`config.mk`:
```
export PLATFORM = sky130hd
export DESIGN_NAME = modm_dn_cnt
export DESIGN_NICKNAME = d
export VERILOG_FILES = /design/src/rtl/modm_dn_cnt.sv
export SDC_FILE = /design/constraint.sdc
export NUM_CORES = 1
export LEC_CHECK = 0
export CORE_MARGIN = 2
export CORE_UTILIZATION = 25
export DETAILED_ROUTE_END_ITERATION = 7
export PLACE_DENSITY = 0.5
export REMOVE_ABC_BUFFERS = 1
export SLEW_MARGIN = 15
export SYNTH_ARGS = -nofsm -noshare
export SYNTH_HDL_FRONTEND = slang
export SYNTH_SLANG_ARGS = --single-unit
```
`constraint.sdc`:
```
create_clock -name clk -period 3.4 [get_ports clk]
set_clock_uncertainty 0.1 [all_clocks]
set_input_delay 0.68 -clock clk [delete_from_list [all_inputs] [get_ports clk]]
set_output_delay 0.68 -clock clk [all_outputs]
set_load 0.02 [all_outputs]
```
`src/rtl/modm_dn_cnt.sv`:
```
// -----------------------------------------------------------------------------
// modm_dn_cnt -- programmable mod-M down counter with parallel preset.
//
// Counts M-1 down to 0. At 0 it either wraps back to M-1 (free-run) or parks
// at 0 in the DONE state (one-shot). A registered terminal-count pulse and a
// done flag are provided for timeouts, dividers and cascaded prescalers. The
// count enable is registered one cycle before use, so its timing matches the
// mod-M up counter.
//
// Parameters:
//   M        modulus, legal range 2 .. 2**W
//   W        counter width in bits
//
// Ports:
//   clk      clock, rising-edge
//   clr      asynchronous active-high reset
//   x        count enable request (registered into cnt_r before use)
//   ld       synchronous load strobe (used directly, not registered)
//   d        preset value; values >= M are clamped to M-1
//   oneshot  1 = stop at 0 and enter DONE, 0 = wrap to M-1
//   q        current count
//   tc       registered terminal-count pulse, one cycle per terminal event
//   done     high while in DONE
//   zero     combinational (q == 0)
//   borrow   (only with MODM_DN_BORROW_EN) combinational terminal condition,
//            for zero-latency enable of a higher-order stage
//
// Build option: define MODM_DN_BORROW_EN to add the borrow output.
// -----------------------------------------------------------------------------
module modm_dn_cnt #(
  parameter int M = 11,
  parameter int W = 4
) (
  input  logic         clk,
  input  logic         clr,
  input  logic         x,
  input  logic         ld,
  input  logic [W-1:0] d,
  input  logic         oneshot,
  output logic [W-1:0] q,
  output logic         tc,
  output logic         done,
  output logic         zero
`ifdef MODM_DN_BORROW_EN
  ,
  output logic         borrow
`endif
);

  if (M < 2 || M > (1 << W)) begin : g_bad_m
    $error("modm_dn_cnt: M=%0d outside legal range 2..2**W (W=%0d)", M, W);
  end

  localparam logic [0:0] ST_RUN  = 1'b0;
  localparam logic [0:0] ST_DONE = 1'b1;

  localparam logic [W-1:0] Q_MAX = W'(M - 1);
  // One extra bit so that M == 2**W is representable in the clamp compare.
  localparam logic [W:0]   M_EXT = (W + 1)'(M);

  logic [W-1:0] q_q, q_d;
  logic         cnt_q, cnt_d;     // cnt_r: enable registered one cycle early
  logic         tc_q, tc_d;
  logic [0:0]   state_q, state_d;

  logic [W-1:0] load_val;
  logic         at_zero;
  logic         terminal;

  assign load_val = ({1'b0, d} < M_EXT) ? d : Q_MAX;
  assign at_zero  = (q_q == '0);
  // Terminal event: an enabled count reaching 0 while running, unless a load
  // pre-empts it in the same edge.
  assign terminal = cnt_q & at_zero & (state_q == ST_RUN) & ~ld;

  always_comb begin
    // NOTE: every next-state signal gets a default first so no path through
    // the if/else tree can leave it unassigned and infer a latch.
    cnt_d   = x;
    q_d     = q_q;
    tc_d    = 1'b0;
    state_d = state_q;

    if (ld) begin
      q_d     = load_val;
      state_d = ST_RUN;
    end else if (state_q == ST_RUN && cnt_q) begin
      if (!at_zero) begin
        q_d = q_q - 1'b1;
      end else begin
        tc_d = 1'b1;
        if (oneshot) begin
          state_d = ST_DONE;           // q stays at 0
        end else begin
          q_d = Q_MAX;
        end
      end
    end
    // DONE without ld: hold at 0, cnt_r ignored.
  end

  // NOTE: clr is asynchronous, so it sits in the sensitivity list and every
  // flop is forced to its reset value the moment clr rises.
  always_ff @(posedge clk or posedge clr) begin
    if (clr) begin
      q_q     <= '0;
      cnt_q   <= 1'b0;
      tc_q    <= 1'b0;
      state_q <= ST_RUN;
    end else begin
      // NOTE: non-blocking assignments so all flops update from the values
      // present before the edge, independent of statement order.
      q_q     <= q_d;
      cnt_q   <= cnt_d;
      tc_q    <= tc_d;
      state_q <= state_d;
    end
  end

  assign q    = q_q;
  assign tc   = tc_q;
  assign done = (state_q == ST_DONE);
  assign zero = at_zero;

`ifdef MODM_DN_BORROW_EN
  assign borrow = terminal;
`else
  logic unused_terminal;
  assign unused_terminal = terminal;
`endif

endmodule

```
==> results of run 1 <==
[logic make-up after synthesis]
kind of cell,count (synthesis),share of synthesized area
fa+ha+maj,1,0.0311
simple gates,12,0.234
buf+inv,5,0.0467
compound gates,12,0.203
flops,7,0.436
mux,2,0.0498
[how the worst max path moves through the flow]
| stage | slack, ps | depth (start not counted) | from | endpoint |
|---|---|---|---|---|
| after floorplan | 1270 | 3 | q[0] | zero |
| after global placement | 990 | 4 | q[0] | zero |
| after detailed placement | 920 | 4 | q[0] | zero |
| after CTS | 640 | 4 | q[0] | zero |
| after global routing | 470 | 4 | q[0] | zero |
| final | 660 | 4 | q[0] | zero |
[layout by cell type (no fill, tap or decap), drive strengths merged]
master and count:
nor3b 3, or3 1, inv 4, nor2b 1, o31a 1, nand3b 2
ha 1, clkdlybuf4s50 15, nand2 1, nor2 1, and4bb 1, a31oi 1
or3b 1, a211oi 1, a22oi 1, nand2b 1, o41ai 1, clkbuf 4
dfrtp 7, mux2i 2, a21oi 3, o21ai 4
[critical path: cells and delay by family, from the launching register on]
family	cells	cell delay, ps
buffers and inverters	2	760
DFF	1	420
and+or+nand+nor	1	330
adders and majority gates	1	200
[cell usage after synthesis]
cell                       number
sky130_fd_sc_hd__ha_1           1
sky130_fd_sc_hd__o31a_1         1
sky130_fd_sc_hd__buf_1          1
sky130_fd_sc_hd__nor3b_2        1
sky130_fd_sc_hd__inv_1          4
sky130_fd_sc_hd__mux2i_1        2
sky130_fd_sc_hd__a22oi_1        1
sky130_fd_sc_hd__a211oi_1       1
sky130_fd_sc_hd__dfrtp_1        7
sky130_fd_sc_hd__o21ai_1        2
sky130_fd_sc_hd__a31oi_1        1
sky130_fd_sc_hd__nor2b_1        1
sky130_fd_sc_hd__or3_1          1
sky130_fd_sc_hd__and4bb_4       1
sky130_fd_sc_hd__nor2_1         1
sky130_fd_sc_hd__a21oi_1        3
sky130_fd_sc_hd__nor3b_1        2
sky130_fd_sc_hd__o21ai_0        2
sky130_fd_sc_hd__or3b_1         1
sky130_fd_sc_hd__nand3b_1       2
sky130_fd_sc_hd__nand2_1        1
sky130_fd_sc_hd__nand2b_1       1
sky130_fd_sc_hd__o41ai_2        1
[power by group through the flow]
stage	Sequential [mW]	Combinational (mW)	Clock (mW)
after floorplan	0.108	0.0324	0
after global placement	0.102	0.0736	0
after detailed placement	0.102	0.0731	0
after CTS	0.100	0.0735	0.0812
after global routing	0.102	0.0789	0.0885
final	0.100	0.0729	0.0777
[sequential cells by signal (all words and copies together), names as in the netlist]
register	count
done	1
cnt_q	1
q	4
tc	1
[metal layers]
| metal | GRT usage | wire length, µm | vias up |
|---|---|---|---|
| li1 | - | - | 180 |
| met1 | 0.148 | 442 | 159 |
| met2 | 0.138 | 376 | 17 |
| met3 | 0.0367 | 65 | 0 |
| met4 | 0.0364 | 0 | 0 |
| met5 | 0 | 0 | - |
[metrics by stage]
step | std cells | worst slack [ps] | power, mW | utilization | hold slack, ps
floorplan | 38 | 1270 | 0.141 | - | 383
global placement | 69 | 987 | 0.175 | 0.377 | 478
detailed placement | 69 | 923 | 0.175 | 0.377 | 454
CTS | 73 | 643 | 0.255 | 0.395 | 474
global route | 73 | 467 | 0.269 | 0.395 | 526
finish | 73 | 655 | 0.251 | 0.395 | 493
[final cells by class]
cell class                 instances  area share
inverter                           4      0.0253
sequential                         7       0.295
timing repair buffer              15       0.253
multi-input combinational         27       0.349
tap                               16      0.0337
clock buffer                       4      0.0442
==> impl_summary.md, run 1 <==
Status
The run finished with clean final reports.

Timing
The hold violation count in the final report is 0. The final critical-path required period is 2740 ps. Adding up every negative setup slack in the final design gives 0 ps. The max-slew violation count came to 0. The worst pin sits at a relative slew slack of 0.773.

The highest clock frequency the design can meet is 364 MHz. The slew at the pin closest to its max-slew limit is 339 ps. Setup violations remaining at the end of the flow were counted as 0. In the finished design, the share of the clock period the worst path needs comes to 0.807. Setup repair after global routing left no endpoint under its margin.

Worst setup path
The start of the worst register-to-register path is q[0]. The slack of the worst reg-to-reg path is 1840 ps. The critical path goes through inv_1, ha_1, nor3b_1, clkdlybuf4s50_1. The largest driver fanout on the critical path is 5. The depth of the most critical reg-to-reg path is 5. For the worst setup path, the data arrival time is 1960 ps. The critical path launch point type is a flop. For the worst setup path, the data required time is 2620 ps. The largest stage delay on the critical path is 670 ps.

The kind of capture point of the worst setup path is a primary output. The critical register-to-register path endpoint is q[1]. The critical path's slowest cell is sky130_fd_sc_hd__clkdlybuf4s50_1. The type of the setup path with the least slack is reg -> out.

Clock network
TritonCTS built the clock tree. In this run, CTS created clock tree buffers numbering 3. After clock tree synthesis, the clock-pin slew on the worst setup and hold paths is 50 ps. Clock tree synthesis selected as its root buffer the cell sky130_fd_sc_hd__clkbuf_4.

The later-pin clock latency in the skew report is 250 ps. The count of buffers added by post-CTS timing repair for setup is 0. The total number of H-tree levels is 1.

The count of hold buffers inserted by post-cts repair is 0. The deepest clock path buffer count is 2. Post-CTS repair changed the size of 0 cells.

The total clock sinks is 7.

Floorplanning
The floorplan step defined a die boundary enclosing 1940 µm². The boundary pin count is 16. Measured along the x axis, the die boundary spans 44.1 µm.

The height of the chip is 44.1 µm. The row count is 14. The effective utilization at floorplan is 0.267. The area of the core is 1510 µm².

Synthesis
Yosys attributes the largest share of cell area to sky130_fd_sc_hd__dfrtp_1 (44%), sky130_fd_sc_hd__mux2i_1 (5.0%), sky130_fd_sc_hd__and4bb_4 (4.0%). Of the synthesized area, sequential elements account for 0.436. The area share of the leading cell type in the synthesized netlist is 0.436. Yosys printed 0 warnings.

The number of storage elements in the synthesis netlist is 7. The netlist uses 23 different library cells. The number of instances in the synthesized netlist is 39. Each instance of the synthesized netlist takes up on average 10.3 µm². The synthesized netlist occupies a cell area of 402 µm². The largest area contributor in the netlist is sky130_fd_sc_hd__dfrtp_1.

Final layout
The final layout contains 68 nets. From synthesis to final layout, the design area changed by 48.0%. After routing the design area is 594 µm². Of the cells placed in the final design, the portion with a size suffix greater than 1 is 0.105. The antenna diode count is 0. After filler insertion, the fill cell instance count of the layout stands at 156.

The multi-input gate area in the final layout is 208 µm². The sequential cells in the finished layout cover a total of 175 µm².

Power
VDD sags by at most 0.260 mV. Power spread over the standard cell area amounts to 422 nW/µm². For this design the static power due to leakage is 0.254 nW. The internal power of the cells totals 175 µW. The proportion of power drawn by the clock network is 0.310.

The share of total power dissipated in sequential elements is 0.399. The combinational power share is 0.291. The net switching power is 75.6 µW. The switching share of power is 0.302.

Job
The count of maximum capacitance violations is 0.

Placed design
The final weighted congestion in routability-driven placement is 0.709. The quantity of I/O buffers inserted on ports is 15. The area of placed instances is 568 µm².

GRT
The overall track demand over capacity in global routing is 0.102. The number of antenna violations at the first check in global routing is 0. Entering global routing, the biggest net connects 9 pins. The overflow left after global routing is 0. The first global-routing pass estimated 1440 µm of wire. The via count of the first global-routing pass is 318.

Hold path
The startpoint identified for the worst hold timing path is cnt_q. The hold path endpoint is done. The hold-critical path depth is 2. The path class of the tightest hold or removal check is reg -> reg.

Detailed routing
After detailed routing, the number of vias per cell comes to 4.88. The via count is 356. The detail route stage leaves a number of antenna-violating nets equal to 0. The first detailed-routing pass took 4 iterations. The total routed wirelength is 884 µm. The number of remaining DRC errors is 0. The number of design-rule violations left by the first detailed-router iteration is 7. The final routed wire length divided by cell count is 12.1 µm.
Note: power is estimated with default switching activity, not from simulation.
==> run 2: changes to the inputs <==
--- a/config.mk
+++ b/config.mk
@@ -8,7 +8,7 @@
 export CORE_MARGIN = 2
 export CORE_UTILIZATION = 25
 export DETAILED_ROUTE_END_ITERATION = 7
-export PLACE_DENSITY = 0.5
+export PLACE_DENSITY = 0.52
 export REMOVE_ABC_BUFFERS = 1
 export SLEW_MARGIN = 15
 export SYNTH_ARGS = -nofsm -noshare
==> constraint.sdc (replaced) <==
create_clock -name clk -period 2.25 [get_ports clk]
set_clock_uncertainty 0.1 [all_clocks]
set_input_delay 0.45 -clock clk [delete_from_list [all_inputs] [get_ports clk]]
set_output_delay 0.45 -clock clk [all_outputs]
set_load 0.02 [all_outputs]
==> run 2 against run 1 <==
  * Global-route usage grew 0.59 points
  * Final cell count grew 4.1%
  * Clock-buffer cell count is the same
  * Setup slack lost 480 ps
  * Worst hold slack lost 160 ps
  * Combinational power grew 67%
  * Largest cell class unchanged
==> impl_summary.md, run 2 (same netlist as run 1, synthesis figures left out) <==
GRT
The global-route wire length before repair is 1470 µm. The overflow left after global routing is 0. The pin count of the biggest net entering global routing is 9. The via count of the first global-routing pass is 327. The overall track demand over capacity in global routing is 0.108.

The number of antenna violations at the first check in global routing is 0.

Timing
The hold violation count in the final report came to 0. The max-slew headroom at the worst pin is 0.790. The highest clock frequency the design can meet is 481 MHz.

The worst path in the final design needs a cycle of 2080 ps, including I/O delays and setup. Setup repair after global routing left no endpoint under its margin. For the final routed database, the setup TNS stands at 0 ps. The number of setup violations in the final report is 0. The max-slew violation count is 0. Across all hold checks on the routed design, the worst slack comes to 335 ps. The slew at the pin closest to its max-slew limit is 314 ps.

In the finished design, the share of the clock period the worst path needs comes to 0.924.

Detailed routing
The detail route stage leaves a number of antenna-violating nets equal to 0. The final layout contains routed wiring with a total length of 881 µm. In the routed layout, each cell is associated on average with a via count of 4.74. After detailed routing, the number of remaining DRC violations is 0. In this run, the number of DRC markers left after iteration 0 of detailed routing was 7. The first TritonRoute pass finished after 2 iterations. The final routed wire length divided by cell count is 11.6 µm. The via count is 360.

Final layout
The share of layout cells above drive strength 1 is 0.150. The register with the most flip-flops in the layout has 4 of them. At the end of the flow, the number of nets in the layout was 71.

The library cells used most frequently in the layout, excluding fill and tap cells, are sky130_fd_sc_hd__clkdlybuf4s50_1 (14), sky130_fd_sc_hd__dfrtp_1 (7), sky130_fd_sc_hd__inv_1 (4). The growth of design area from synthesis to finish is 53.3%. The number of antenna diodes in the final layout is 0. Leaving out fill and tap cells, the most frequent cell in the layout is sky130_fd_sc_hd__clkdlybuf4s50_1.

Floorplanning
The area of the core is 1510 µm². In this run the horizontal extent of the chip is 44.1 µm. The die covers 1940 µm². The boundary pin count is 16. The effective utilization at floorplan is 0.267. The height of the chip is 44.1 µm. The row count is 14.

Power
The power per unit of standard cell area is 627 nW/µm². Summed over all cells, the static leakage comes to 0.274 nW. The maximum vdd ir drop is 0.268 mV.

Clock network
The deepest clock path buffer count is 2. The root buffer cell is sky130_fd_sc_hd__clkbuf_4. The total number of H-tree levels is 1. The CTS clock-pin slew for the worst setup and hold paths is 60 ps. The total CTS buffers is 3. TritonCTS built the clock tree. After clock tree synthesis, the setup repair step added 0 buffers. The total clock sinks is 7. The later-pin clock latency in the skew report is 250 ps.

Worst setup path
The critical path launch point type is a flop. The kind of capture point of the worst setup path is a primary output. The start of the worst register-to-register path is q[0]. The setup path with the least slack is of type reg -> out.

Data on the critical path arrives at its endpoint at 1530 ps. Data on the critical path is required at its endpoint by 1700 ps. The start point of the critical path is q[0]. In this run the worst path has a maximum fanout of 5.

Status
The flow ran to the end, and the final reports show no timing, DRC or antenna violations.

Placed design
Buffers placed on the I/O ports in this run total 15. The total half-perimeter wirelength after legalization and detailed placement is 695 µm. The final weighted congestion in routability-driven placement is 0.730.

Hold path
The class of the tightest hold or removal check is in -> async.

Job
The count of maximum capacitance violations is 0.
==> run 2: cell types whose count changed in the layout (fill, tap and decap cells not counted), sizes merged <==
cell | previous run | this run
buf | 0 | 3
clkdlybuf4s50 | 15 | 14
dlygate4sd2 | 0 | 1
==> run 2: timing repair <==
action | CTS | global route
endpoints found under the setup margin | 1 | 0
gates resized for setup | 1 | 0
hold buffers | 0 | 0
==> run 2: area by class of cell <==
| class | instances | area, µm² |
|---|---|---|
| multi-input combinational | 27 | 208 |
| tap | 16 | 20.0 |
| fill | 155 | 891 |
| timing repair buffer | 18 | 171 |
| inverter | 4 | 15.0 |
| clock buffer | 4 | 26.3 |
| sequential | 7 | 175 |
==> run 2: final timing paths <==
check,to,slack (ps),cells past startpoint
worst min register to register,done,460,2
worst max-delay path,zero,170,4
min in group clk,done,460,2
worst max register to register,q[1],640,6
worst min-delay path,q[2],330,2
max in group asynchronous,tc,1490,2
==> run 2: metrics by stage <==
stage                     worst slack, ps  power [mW]  instance area [µm²]  utilization  cells
after floorplan                       346       0.213                  398            -     38
after global placement                157       0.275                  591        0.392     72
after detailed placement              131       0.274                  591        0.392     72
after CTS                             143       0.392                  616        0.409     76
after global routing                 17.5       0.416                  616        0.409     76
final                                 171       0.386                  616        0.409     76
==> run 2: report_power, final <==
group / total (mW) / switching (mW) / internal [mW]
Combinational: 0.122 / 0.0559 / 0.0659
Clock: 0.116 / 0.0483 / 0.0678
Sequential: 0.148 / 0.0108 / 0.137
==> run 2: metal layers <==
metal | share of wire | GRT usage
met1 | 0.52 | 0.150
met4 | 0 | 0.0909
met5 | 0 | 0
met2 | 0.44 | 0.147
met3 | 0.045 | 0.0122
==> run 2: worst max-delay path: stages, from the launching register on <==
cell and delay [ps]:
sky130_fd_sc_hd__dfrtp_1 410, sky130_fd_sc_hd__inv_1 80, sky130_fd_sc_hd__ha_1 160, sky130_fd_sc_hd__nor3b_1 260
sky130_fd_sc_hd__dlygate4sd2_1 370
